<file path="src/rtl/conv_pkg.sv">
// conv_pkg: shared types and defaults for the convolution frame controller.
//   conv_ctrl_state_e : frame sequencer states
//   conv_tag_t        : per-pixel tag carried alongside the core pipeline
//   DefWordSize/DefCols : default pixel width and line length
package conv_pkg;

  localparam int unsigned DefWordSize = 8;
  localparam int unsigned DefCols     = 540;

  typedef enum logic [2:0] {
    StIdle,
    StClear,
    StRun,
    StFlush,
    StDone
  } conv_ctrl_state_e;

  typedef struct packed {
    logic v;     // window centre is an interior result
    logic last;  // final pixel of the frame
  } conv_tag_t;

endpackage

</file>
<file path="src/rtl/conv_frame_ctrl_if.sv">
// conv_frame_ctrl_if: valid/ready pixel stream into the frame controller.
//   in_pixel : source pixel, raster order
//   in_valid : source pixel valid
//   in_ready : controller accepts the pixel this cycle
// Modports: master = pixel source, slave = controller.
interface conv_frame_ctrl_if #(
  parameter int unsigned WORD_SIZE = conv_pkg::DefWordSize
) ();

  logic [WORD_SIZE-1:0] in_pixel;
  logic                 in_valid;
  logic                 in_ready;

  modport master (output in_pixel, output in_valid, input in_ready);
  modport slave  (input in_pixel, input in_valid, output in_ready);

endinterface

</file>
<file path="src/rtl/conv_tag_pipe.sv">
// conv_tag_pipe: tag shift register running in lock-step with the core pipeline.
//   clk, rst : clock, asynchronous active-high reset
//   en_i     : advance one stage (core clock-enable)
//   clr_i    : synchronous clear of every stage
//   tag_i    : tag entering stage 0
//   tag_o    : tag of the final stage
// The final stage is one-shot: when the pipe does not advance it drops its tag, so a
// result is presented for exactly one cycle even if the core is stalled afterwards.
module conv_tag_pipe
  import conv_pkg::*;
#(
  parameter int unsigned Depth = 4
) (
  input  logic      clk,
  input  logic      rst,
  input  logic      en_i,
  input  logic      clr_i,
  input  conv_tag_t tag_i,
  output conv_tag_t tag_o
);

  conv_tag_t stage_q [Depth];

  always_ff @(posedge clk or posedge rst) begin
    if (rst) begin
      for (int unsigned i = 0; i < Depth; i++) stage_q[i] <= '0;
    end else if (clr_i) begin
      for (int unsigned i = 0; i < Depth; i++) stage_q[i] <= '0;
    end else if (en_i) begin
      stage_q[0] <= tag_i;
      for (int unsigned i = 1; i < Depth; i++) stage_q[i] <= stage_q[i-1];
    end else begin
      stage_q[Depth-1] <= '0;
    end
  end

  assign tag_o = stage_q[Depth-1];

endmodule

</file>
<file path="src/rtl/conv_frame_ctrl.sv">
// conv_frame_ctrl: frame sequencer in front of the streaming 3x3 convolution core.
// Accepts ROWS x COLS pixels, clears the core at frame start, flushes it at frame end
// and tags each core output with valid/row/column so only interior results are seen.
// Ports:
//   clk, rst        : clock, asynchronous active-high reset
//   start_i         : begin a frame (IDLE only)
//   abort_i         : terminate the current frame (CLEAR/RUN/FLUSH)
//   src             : pixel stream, slave side (in_pixel/in_valid/in_ready)
//   core_pixel_o    : pixel to the core
//   core_en_o       : core clock-enable
//   core_clr_o      : one-cycle clear to the core
//   out_valid_o     : core output holds a valid interior result
//   out_row_o/col_o : window centre coordinates of that result
//   out_last_o      : final result of the frame
//   busy_o, done_o  : not idle / frame completed pulse
// Optional build macro CONV_FRAME_CTRL_STATS_EN adds:
//   stat_frames_o   : completed frames, saturating
//   stat_stalls_o   : RUN cycles without input, saturating, cleared per frame
module conv_frame_ctrl
  import conv_pkg::*;
#(
  parameter int unsigned WORD_SIZE = DefWordSize,
  parameter int unsigned ROWS      = 540,
  parameter int unsigned COLS      = DefCols,
  parameter int unsigned CORE_LAT  = 4
) (
  input  logic                     clk,
  input  logic                     rst,
  input  logic                     start_i,
  input  logic                     abort_i,
  conv_frame_ctrl_if.slave         src,
  output logic [WORD_SIZE-1:0]     core_pixel_o,
  output logic                     core_en_o,
  output logic                     core_clr_o,
  output logic                     out_valid_o,
  output logic [$clog2(ROWS)-1:0]  out_row_o,
  output logic [$clog2(COLS)-1:0]  out_col_o,
  output logic                     out_last_o,
  output logic                     busy_o,
  output logic                     done_o
`ifdef CONV_FRAME_CTRL_STATS_EN
  ,
  output logic [15:0]              stat_frames_o,
  output logic [31:0]              stat_stalls_o
`endif
);

  localparam int unsigned RowW = $clog2(ROWS);
  localparam int unsigned ColW = $clog2(COLS);
  localparam int unsigned LatW = $clog2(CORE_LAT + 1);

  conv_ctrl_state_e state_q, state_d;
  logic [RowW-1:0]  row_q, row_d, out_row_q, out_row_d;
  logic [ColW-1:0]  col_q, col_d, out_col_q, out_col_d;
  logic [LatW-1:0]  flush_q, flush_d;

  logic      accept;
  logic      in_last;
  logic      abort_hit;
  conv_tag_t tag_in;
  conv_tag_t tag_out;

  assign in_last   = (row_q == RowW'(ROWS - 1)) && (col_q == ColW'(COLS - 1));
  assign abort_hit = abort_i && (state_q inside {StClear, StRun, StFlush});

  always_comb begin
    state_d      = state_q;
    row_d        = row_q;
    col_d        = col_q;
    flush_d      = flush_q;
    src.in_ready = 1'b0;
    core_en_o    = 1'b0;
    core_pixel_o = '0;
    core_clr_o   = 1'b0;
    accept       = 1'b0;
    unique case (state_q)
      StIdle: begin
        if (start_i) state_d = StClear;
      end
      StClear: begin
        core_clr_o = 1'b1;
        row_d      = '0;
        col_d      = '0;
        flush_d    = '0;
        state_d    = StRun;
      end
      StRun: begin
        src.in_ready = 1'b1;
        core_en_o    = src.in_valid;
        core_pixel_o = src.in_pixel;
        accept       = src.in_valid;
        if (accept) begin
          if (col_q == ColW'(COLS - 1)) begin
            col_d = '0;
            row_d = row_q + RowW'(1);
          end else begin
            col_d = col_q + ColW'(1);
          end
          if (in_last) state_d = StFlush;
        end
      end
      StFlush: begin
        // Zero pixels push the last real samples through the core.
        core_en_o = 1'b1;
        flush_d   = flush_q + LatW'(1);
        if (flush_q == LatW'(CORE_LAT - 1)) state_d = StDone;
      end
      StDone: begin
        state_d = StIdle;
      end
      default: state_d = StIdle;
    endcase
    if (abort_hit) state_d = StIdle;
  end

  always_ff @(posedge clk or posedge rst) begin
    if (rst) begin
      state_q <= StIdle;
      row_q   <= '0;
      col_q   <= '0;
      flush_q <= '0;
    end else begin
      state_q <= state_d;
      row_q   <= row_d;
      col_q   <= col_d;
      flush_q <= flush_d;
    end
  end

  // Interior means a full 3x3 window: the pixel completes a window centred one up-left.
  assign tag_in.v    = accept && (row_q >= RowW'(2)) && (col_q >= ColW'(2));
  assign tag_in.last = accept && in_last;

  conv_tag_pipe #(
    .Depth (CORE_LAT)
  ) u_tag_pipe (
    .clk   (clk),
    .rst   (rst),
    .en_i  (core_en_o),
    .clr_i (core_clr_o || abort_hit),
    .tag_i (tag_in),
    .tag_o (tag_out)
  );

  // The coordinate registers always hold the coordinate of the result being presented
  // (or the next one), so they are loaded with the first centre at frame start.
  always_comb begin
    out_row_d = out_row_q;
    out_col_d = out_col_q;
    if (state_q == StClear) begin
      out_row_d = RowW'(1);
      out_col_d = ColW'(1);
    end else if (tag_out.v) begin
      if (out_col_q == ColW'(COLS - 2)) begin
        out_col_d = ColW'(1);
        out_row_d = out_row_q + RowW'(1);
      end else begin
        out_col_d = out_col_q + ColW'(1);
      end
    end
  end

  always_ff @(posedge clk or posedge rst) begin
    if (rst) begin
      out_row_q <= '0;
      out_col_q <= '0;
    end else begin
      out_row_q <= out_row_d;
      out_col_q <= out_col_d;
    end
  end

  assign out_valid_o = tag_out.v;
  assign out_last_o  = tag_out.last;
  assign out_row_o   = out_row_q;
  assign out_col_o   = out_col_q;
  assign busy_o      = (state_q != StIdle);
  assign done_o      = (state_q == StDone);

`ifdef CONV_FRAME_CTRL_STATS_EN
  logic [15:0] stat_frames_q;
  logic [31:0] stat_stalls_q;

  always_ff @(posedge clk or posedge rst) begin
    if (rst) begin
      stat_frames_q <= '0;
      stat_stalls_q <= '0;
    end else begin
      if (state_q == StDone && stat_frames_q != '1) stat_frames_q <= stat_frames_q + 16'd1;
      if (state_q == StClear) begin
        stat_stalls_q <= '0;
      end else if (state_q == StRun && !src.in_valid && stat_stalls_q != '1) begin
        stat_stalls_q <= stat_stalls_q + 32'd1;
      end
    end
  end

  assign stat_frames_o = stat_frames_q;
  assign stat_stalls_o = stat_stalls_q;
`endif

endmodule

</file>
<file path="src/flat_wrapper.sv">
// flat-port wrapper written by rule: the top's interface ports become plain ports
module conv_frame_ctrl_flat import conv_pkg::*;
#(
  parameter int unsigned WORD_SIZE = DefWordSize,
  parameter int unsigned ROWS      = 540,
  parameter int unsigned COLS      = DefCols,
  parameter int unsigned CORE_LAT  = 4
)
  (clk, rst, start_i, abort_i, core_pixel_o, core_en_o, core_clr_o, out_valid_o, out_row_o, out_col_o, out_last_o, busy_o, done_o, src_in_pixel, src_in_valid, src_in_ready);
  conv_frame_ctrl_if #(.WORD_SIZE(WORD_SIZE)) src_i ();
  input  logic clk;
  input  logic rst;
  input  logic start_i;
  input  logic abort_i;
  output logic [WORD_SIZE-1:0] core_pixel_o;
  output logic core_en_o;
  output logic core_clr_o;
  output logic out_valid_o;
  output logic [$clog2(ROWS)-1:0] out_row_o;
  output logic [$clog2(COLS)-1:0] out_col_o;
  output logic out_last_o;
  output logic busy_o;
  output logic done_o;
  input wire logic [$bits(src_i.in_pixel)-1:0] src_in_pixel;
  input wire logic [$bits(src_i.in_valid)-1:0] src_in_valid;
  output wire logic [$bits(src_i.in_ready)-1:0] src_in_ready;
  assign src_i.in_pixel = src_in_pixel;
  assign src_i.in_valid = src_in_valid;
  assign src_in_ready = src_i.in_ready;
  conv_frame_ctrl #(.WORD_SIZE(WORD_SIZE), .ROWS(ROWS), .COLS(COLS), .CORE_LAT(CORE_LAT)) u_core (.clk(clk), .rst(rst), .start_i(start_i), .abort_i(abort_i), .src(src_i), .core_pixel_o(core_pixel_o), .core_en_o(core_en_o), .core_clr_o(core_clr_o), .out_valid_o(out_valid_o), .out_row_o(out_row_o), .out_col_o(out_col_o), .out_last_o(out_last_o), .busy_o(busy_o), .done_o(done_o));
endmodule
</file>
<file path="config.mk">
export PLATFORM = sky130hd
export DESIGN_NAME = conv_frame_ctrl_flat
export DESIGN_NICKNAME = d
export VERILOG_FILES = /design/src/rtl/conv_pkg.sv /design/src/rtl/conv_frame_ctrl_if.sv /design/src/rtl/conv_tag_pipe.sv /design/src/rtl/conv_frame_ctrl.sv /design/src/flat_wrapper.sv
export SDC_FILE = /design/constraint.sdc
export NUM_CORES = 1
export LEC_CHECK = 0
export CORE_UTILIZATION = 49
export CTS_CLUSTER_DIAMETER = 50
export DETAILED_ROUTE_END_ITERATION = 12
export PLACE_DENSITY = 0.77
export SKIP_LAST_GASP = 1
export SYNTH_ARGS = -nofsm -noshare
export SYNTH_HDL_FRONTEND = slang
export SYNTH_SLANG_ARGS = --single-unit
</file>
<file path="constraint.sdc">
create_clock -name clk -period 2.01 [get_ports clk]
set_input_delay 0.402 -clock clk [delete_from_list [all_inputs] [get_ports clk]]
set_output_delay 0.402 -clock clk [all_outputs]
set_load 0.1 [all_outputs]
</file>
# After elaboration in Yosys (flattened, before gate mapping)
# Cells that the tools add are included.
# Widths: inputs -> output; s select.
dict set report word_totals {
  memories 0
  input_bits 13
  output_inout_bits 35
  reg_bits 54
  latchBits 0
  mem_bits_ro 0
  ramBits 0
}
dict set report classes {
  shifts 0
  add_sub_neg 5
  multipliers 0
  n_lt_le_gt_ge 2
  reduce_logical 18
  eq_ne 14
  bitwise 0
  div_mod_pow 0
  n_mux 27
}
# op count
set ops {}
lappend ops {{$mux 10} 10}
lappend ops {{$add 10x1->10 const B} 4}
lappend ops {{$pmux 10 s2} 2}
lappend ops {{$eq 10x10->1 const B} 3}
lappend ops {{$ge 10x2->1 const B} 2}
lappend ops {{$mux 8} 2}
lappend ops {{$mux 3} 5}
lappend ops {{$pmux 3 s4} 1}
lappend ops {{$reduce_bool 2->1} 5}
lappend ops {{$eq 3x2->1 const B} 3}
lappend ops {{$ne 3x2->1 const B} 3}
lappend ops {{$mux 6} 1}
lappend ops {{$pmux 3 s2} 1}
lappend ops {{$reduce_bool 3->1} 2}
lappend ops {{$logic_and 1x1->1} 5}
lappend ops {{$ne 2x2->1 const B} 2}
lappend ops {{$reduce_and 2->1} 2}
lappend ops {{$reduce_and 4->1} 1}
lappend ops {{$add 3x1->3 const B} 1}
lappend ops {{$eq 3x1->1 const B} 1}
lappend ops {{$eq 3x3->1 const B} 1}
lappend ops {{$logic_not 3->1} 1}
lappend ops {{$mux 1} 3}
lappend ops {{$ne 3x1->1 const B} 1}
lappend ops {{4 further kinds} 4}

# Depth between registers and ports, before layout
dict set report logic_depth {
  word_depth 6
  depth_mapped 8
  ltp_nobuf 6
}

# Hierarchy
# From an unflattened synthesis, not the netlist that was laid out.
dict set report unflattened {
  hier_cells 327
  area_unflattened_um2 3169.3
}
# mod cells_per_inst area_per_inst_um2 n_inst
set by_module_without_submodules {}
lappend by_module_without_submodules {conv_frame_ctrl 301 2836.5 1}
lappend by_module_without_submodules {conv_tag_pipe 26 332.8 1}

# Worst setup path before layout
# Ideal clock, no wire load.
dict set report synth_path {
  path_type {reg2reg}
  startpoint {reg u_core.state_q[0]}
  endpoint {reg u_core.u_tag_pipe.stage_q[2] (netlist bit)}
  slack_ps -1525
  setup_ps 67
  arrival_time_ps 3469
  path_buffers 1
  path_stages_with_launch 6
  period_less_slack_ps 3535
  cell_sequence {dfrtp_1 clkbuf_1 nor2_1 nor3b_1 nor2b_1 a22o_1}
}
dict set report synth_between {
  word_cells_on_any_way 10
}
# item line
set synth_rtl {}
lappend synth_rtl {{from (decl)} conv_frame_ctrl.sv:52} ;# conv_ctrl_state_e state_q, state_d;
lappend synth_rtl {{from (signal assigned)} conv_frame_ctrl.sv:118} ;# state_q <= StIdle;
lappend synth_rtl {{from (signal assigned)} conv_frame_ctrl.sv:123} ;# state_q <= state_d;
lappend synth_rtl {{$eq 3x2->1} conv_frame_ctrl.sv:76} ;# unique case (state_q)
lappend synth_rtl {{$pmux 1 s2 (*)} conv_frame_ctrl.sv:76}
lappend synth_rtl {{named net core_en_o} flat_wrapper.sv:16} ;# output logic core_en_o;
lappend synth_rtl {{$reduce_bool 2->1 (no source line) (*)} n/a}
lappend synth_rtl {{to (decl)} conv_tag_pipe.sv:22} ;# conv_tag_t stage_q [Depth];
# Mark *: on every way through the listed nets, which the timed path passes. The rest lies on a longest branch.
# A chain may end at the register's enable or synchronous reset.

# Worst setup path after layout
dict set report layout_path {
  startpoint {reg u_core.state_q[2]}
  endpoint {out core_pixel_o[3]}
}
dict set report layout_between {
  elab_chain_len 2
}
# item line
set layout_lines {}
lappend layout_lines {{$eq 3x2->1} conv_frame_ctrl.sv:76}
lappend layout_lines {{$mux 8} conv_frame_ctrl.sv:76}
lappend layout_lines {{to (decl)} flat_wrapper.sv:15} ;# output logic [WORD_SIZE-1:0] core_pixel_o;
# Every way passes these cells.

==> flow_summary.json <==
{
  "run_status": "complete, but fails checks",
  "violations": "negative setup slack",
  "synth.top_cell.area_share_pct": 44.1,
  "ys_top_cells_by_count": "54 x dfrtp_1, 38 x nand2_1, 24 x o21ai_0, 20 x a21oi_1, 17 x nand3_1",
  "cts-htree-levels": 2,
  "grt_use_met2_pct": 40.4,
  "maxCapViolCount": 0,
  "critical_path_arrival_ps": 1660,
  "root_buffer": "clkbuf_8",
  "grt_setup_unrepaired": "yes",
  "final_max_slew_viol_count": 0,
  "final_cells": 481,
  "die_area_mm2": 0.00657,
  "netlist_instances": 334,
  "synth_warnings": 0,
  "drc": 0,
  "drtPass1Iterations": 5,
  "fin_util_pct": 68.2,
  "gr-total-overflow": 0,
  "syn_to_final_growth_pct": 33.4,
  "dp.cells": 467,
  "async_reset_ff_share_pct": 100,
  "synth_seq_area_share_pct": 44.1,
  "clock_path_buffers": 2,
  "hold_buffers": 0,
  "setup_violations": 8,
  "grt_pass1_vias": 2652,
  "max_freq_mhz": 484,
  "postSynthAreaPerCell_um2": 9.17,
  "place_area_mm2": 0.00393,
  "skew_ps": 17.1,
  "start_kind": "flip-flop",
  "crit_chain": "or3b_4, clkinvlp_4, and2_4, buf_12",
  "finalCritPeriodShare_pct": 103,
  "grt_max_degree": 23,
  "critPathKind": "reg2out",
  "wirelength_um": 7240,
  "synth_ff_type": "dfrtp_1",
  "yosys-top-cells-area": "dfrtp_1 44%, nand2_1 4.7%, o21ai_0 3.9%, ha_1 3.7%, a21oi_1 3.3%",
  "setup_slack_ps": -55.6,
  "nNetsFinal": 427,
  "grt_antenna_before_repair": 0,
  "synth_cell_types": 49,
  "numCtsBuffers": 5,
  "die_w_um": 81.1,
  "synth_top_area_cell": "dfrtp_1",
  "holdCritPathClass": "in2async",
  "final_hold_viol_count": 0,
  "fp.dieH_um": 81.1,
  "grt_busiest_layer": "met2",
  "num_rows": 28,
  "drtIter0Drc": 182,
  "grt_first_pass_wirelength_um": 12000,
  "grt_usage_pct": 23.5,
  "wl_per_cell_um": 15.0,
  "grt_util_met1_pct": 29.2,
  "final_area_mm2": 0.00409,
  "max_stage_delay_ps": 450,
  "setup_tns_ps": -366,
  "drive_gt1_share_pct": 27.3,
  "cts_sinks": 54,
  "slew_headroom_pct": 69.8,
  "synth_edf_count": 0,
  "start_util_pct": 51.1,
  "synth_most_common_cell": "dfrtp_1",
  "gp_congestion": 0.817,
  "worst_pin_slew_ps": 449,
  "end_kind": "output port",
  "synth_fp_nets": 356,
  "irDropWorstVdd_v": 0.000450,
  "hpwl_um": 5250,
  "num_io_pins": 48,
  "crit_path_top_delay_cell": "or3b_4",
  "clk_pin_slew_ps": 110,
  "viasPerCell": 5.95,
  "path_max_fanout": 5,
  "cts_tree": "done",
  "leakagePower_nw": 1.79,
  "diodes": 0,
  "via_count": 2863,
  "powerDensity_mw_per_mm2": 652,
  "synth_seq_cells": 54,
  "drtAntennaViolNets": 0,
  "fin_crit_ps": 2070,
  "coreArea_mm2": 0.00599,
  "gr-usage-met3_pct": 4.94,
  "finalPower_mw": 2.66,
  "cp.required_ps": 1610,
  "netlist_area_mm2": 0.00306,
  "worstSkewPairLatency_ps": 320,
  "numPortBuffers": 47
}
## power breakdown
| group | switching, mW | leakage, nW | internal (mW) |
|---|---|---|---|
| logic | 0.533 | 1.02 | 0.311 |
| registers | 0.0512 | 0.720 | 1.13 |
| clock network | 0.381 | 0.0491 | 0.257 |
| total | 0.965 | 1.79 | 1.70 |
## cell families after synthesis
group	after synthesis	share of synthesized area [%]
compound gates	80	16.6
xor+xnor	6	1.71
simple gates	157	29.7
buf+inv	26	3.51
flops	54	44.1
fa+ha+maj	9	3.68
mux	2	0.694
## worst max-delay path: cells and delay by family (launching register included)
family | cells | cell delay, ps
DFF | 1 | 430
buffers and inverters | 2 | 300
and+or+nand+nor | 2 | 610
## worst paths after layout
kind | from | endpoint | slack, ps | cells past startpoint
worst max-delay path | u_core.state_q[2]$_DFFE_PP0P_ | core_pixel_o[3] | -60 | 4
worst min-delay path | rst | u_core.flush_q[1]$_DFFE_PP0P_ | 320 | 2
worst max register to register | u_core.col_q[5]$_DFFE_PP0P_ | u_core.row_q[2]$_DFFE_PP0P_ | 90 | 4
worst min register to register | u_core.u_tag_pipe.stage_q[3]$_DFFE_PP0P_ | u_core.u_tag_pipe.tag_o[1]$_DFF_PP0_ | 490 | 1
max in group asynchronous | rst | u_core.col_q[4]$_DFFE_PP0P_ | 1150 | 3
min in group clk | u_core.u_tag_pipe.stage_q[3]$_DFFE_PP0P_ | u_core.u_tag_pipe.tag_o[1]$_DFF_PP0_ | 490 | 1
## per-stage QoR
| stage | hold WS [ps] | worst slack [ps] |
|---|---|---|
| after CTS | 324 | -59.3 |
| after floorplan | 444 | -145 |
| after detailed placement | 470 | -60.3 |
| after global placement | 460 | -17.0 |
| final | 324 | -55.6 |
| after global routing | 349 | -108 |
## flip-flops by register name, summed over array words and instances (netlist names)
name / flops
u_core.state_q: 3
u_core.u_tag_pipe.stage_q: 6
u_core.out_col_o: 10
u_core.u_tag_pipe.tag_o: 2
u_core.col_q: 10
u_core.flush_q: 3
u_core.out_row_o: 10
u_core.row_q: 10
## metal layers
metal	wire, um	vias up
met4	112	0
met5	0	-
li1	-	1395
met3	339	9
met2	3560	87
met1	3230	1372
## final cells by class
class | count | area (um^2)
tap | 75 | 93.8
inverter | 10 | 45.0
fill | 485 | 1900
timing repair inverter | 1 | 7.51
timing repair buffer | 79 | 833
clock inverter | 3 | 26.3
multi-input combinational | 254 | 1640
sequential | 54 | 1370
clock buffer | 5 | 68.8
## cells in the final DEF, fill, tap and decap left out, types with 3 or more instances in the layout
cell / n
a21oi_1: 20
a22o_1: 7
a31oi_1: 6
and2_1: 6
and2_4: 8
and3_1: 7
and4_1: 8
buf_12: 16
buf_4: 49
clkbuf_8: 5
clkdlybuf4s50_1: 11
clkinvlp_4: 3
dfrtp_1: 41
dfrtp_2: 13
ha_1: 8
inv_1: 7
nand2_1: 38
nand2b_1: 5
nand3_1: 17
nand4_1: 11
nand4b_1: 5
nor2_1: 15
nor3_1: 7
nor4_1: 6
o2111ai_1: 4
o211ai_1: 5
o21ai_0: 24
or3_1: 4
or4_1: 8
xor2_1: 6
## repair_timing
item                                    in CTS  in global routing
pin swaps                                    1                  2
setup buffers                                5                  0
endpoints found under the setup margin       9                 11
gates resized for setup                      3                  3
gates cloned                                 1                  0
No activity file was read; power rests on OpenSTA's default activity.
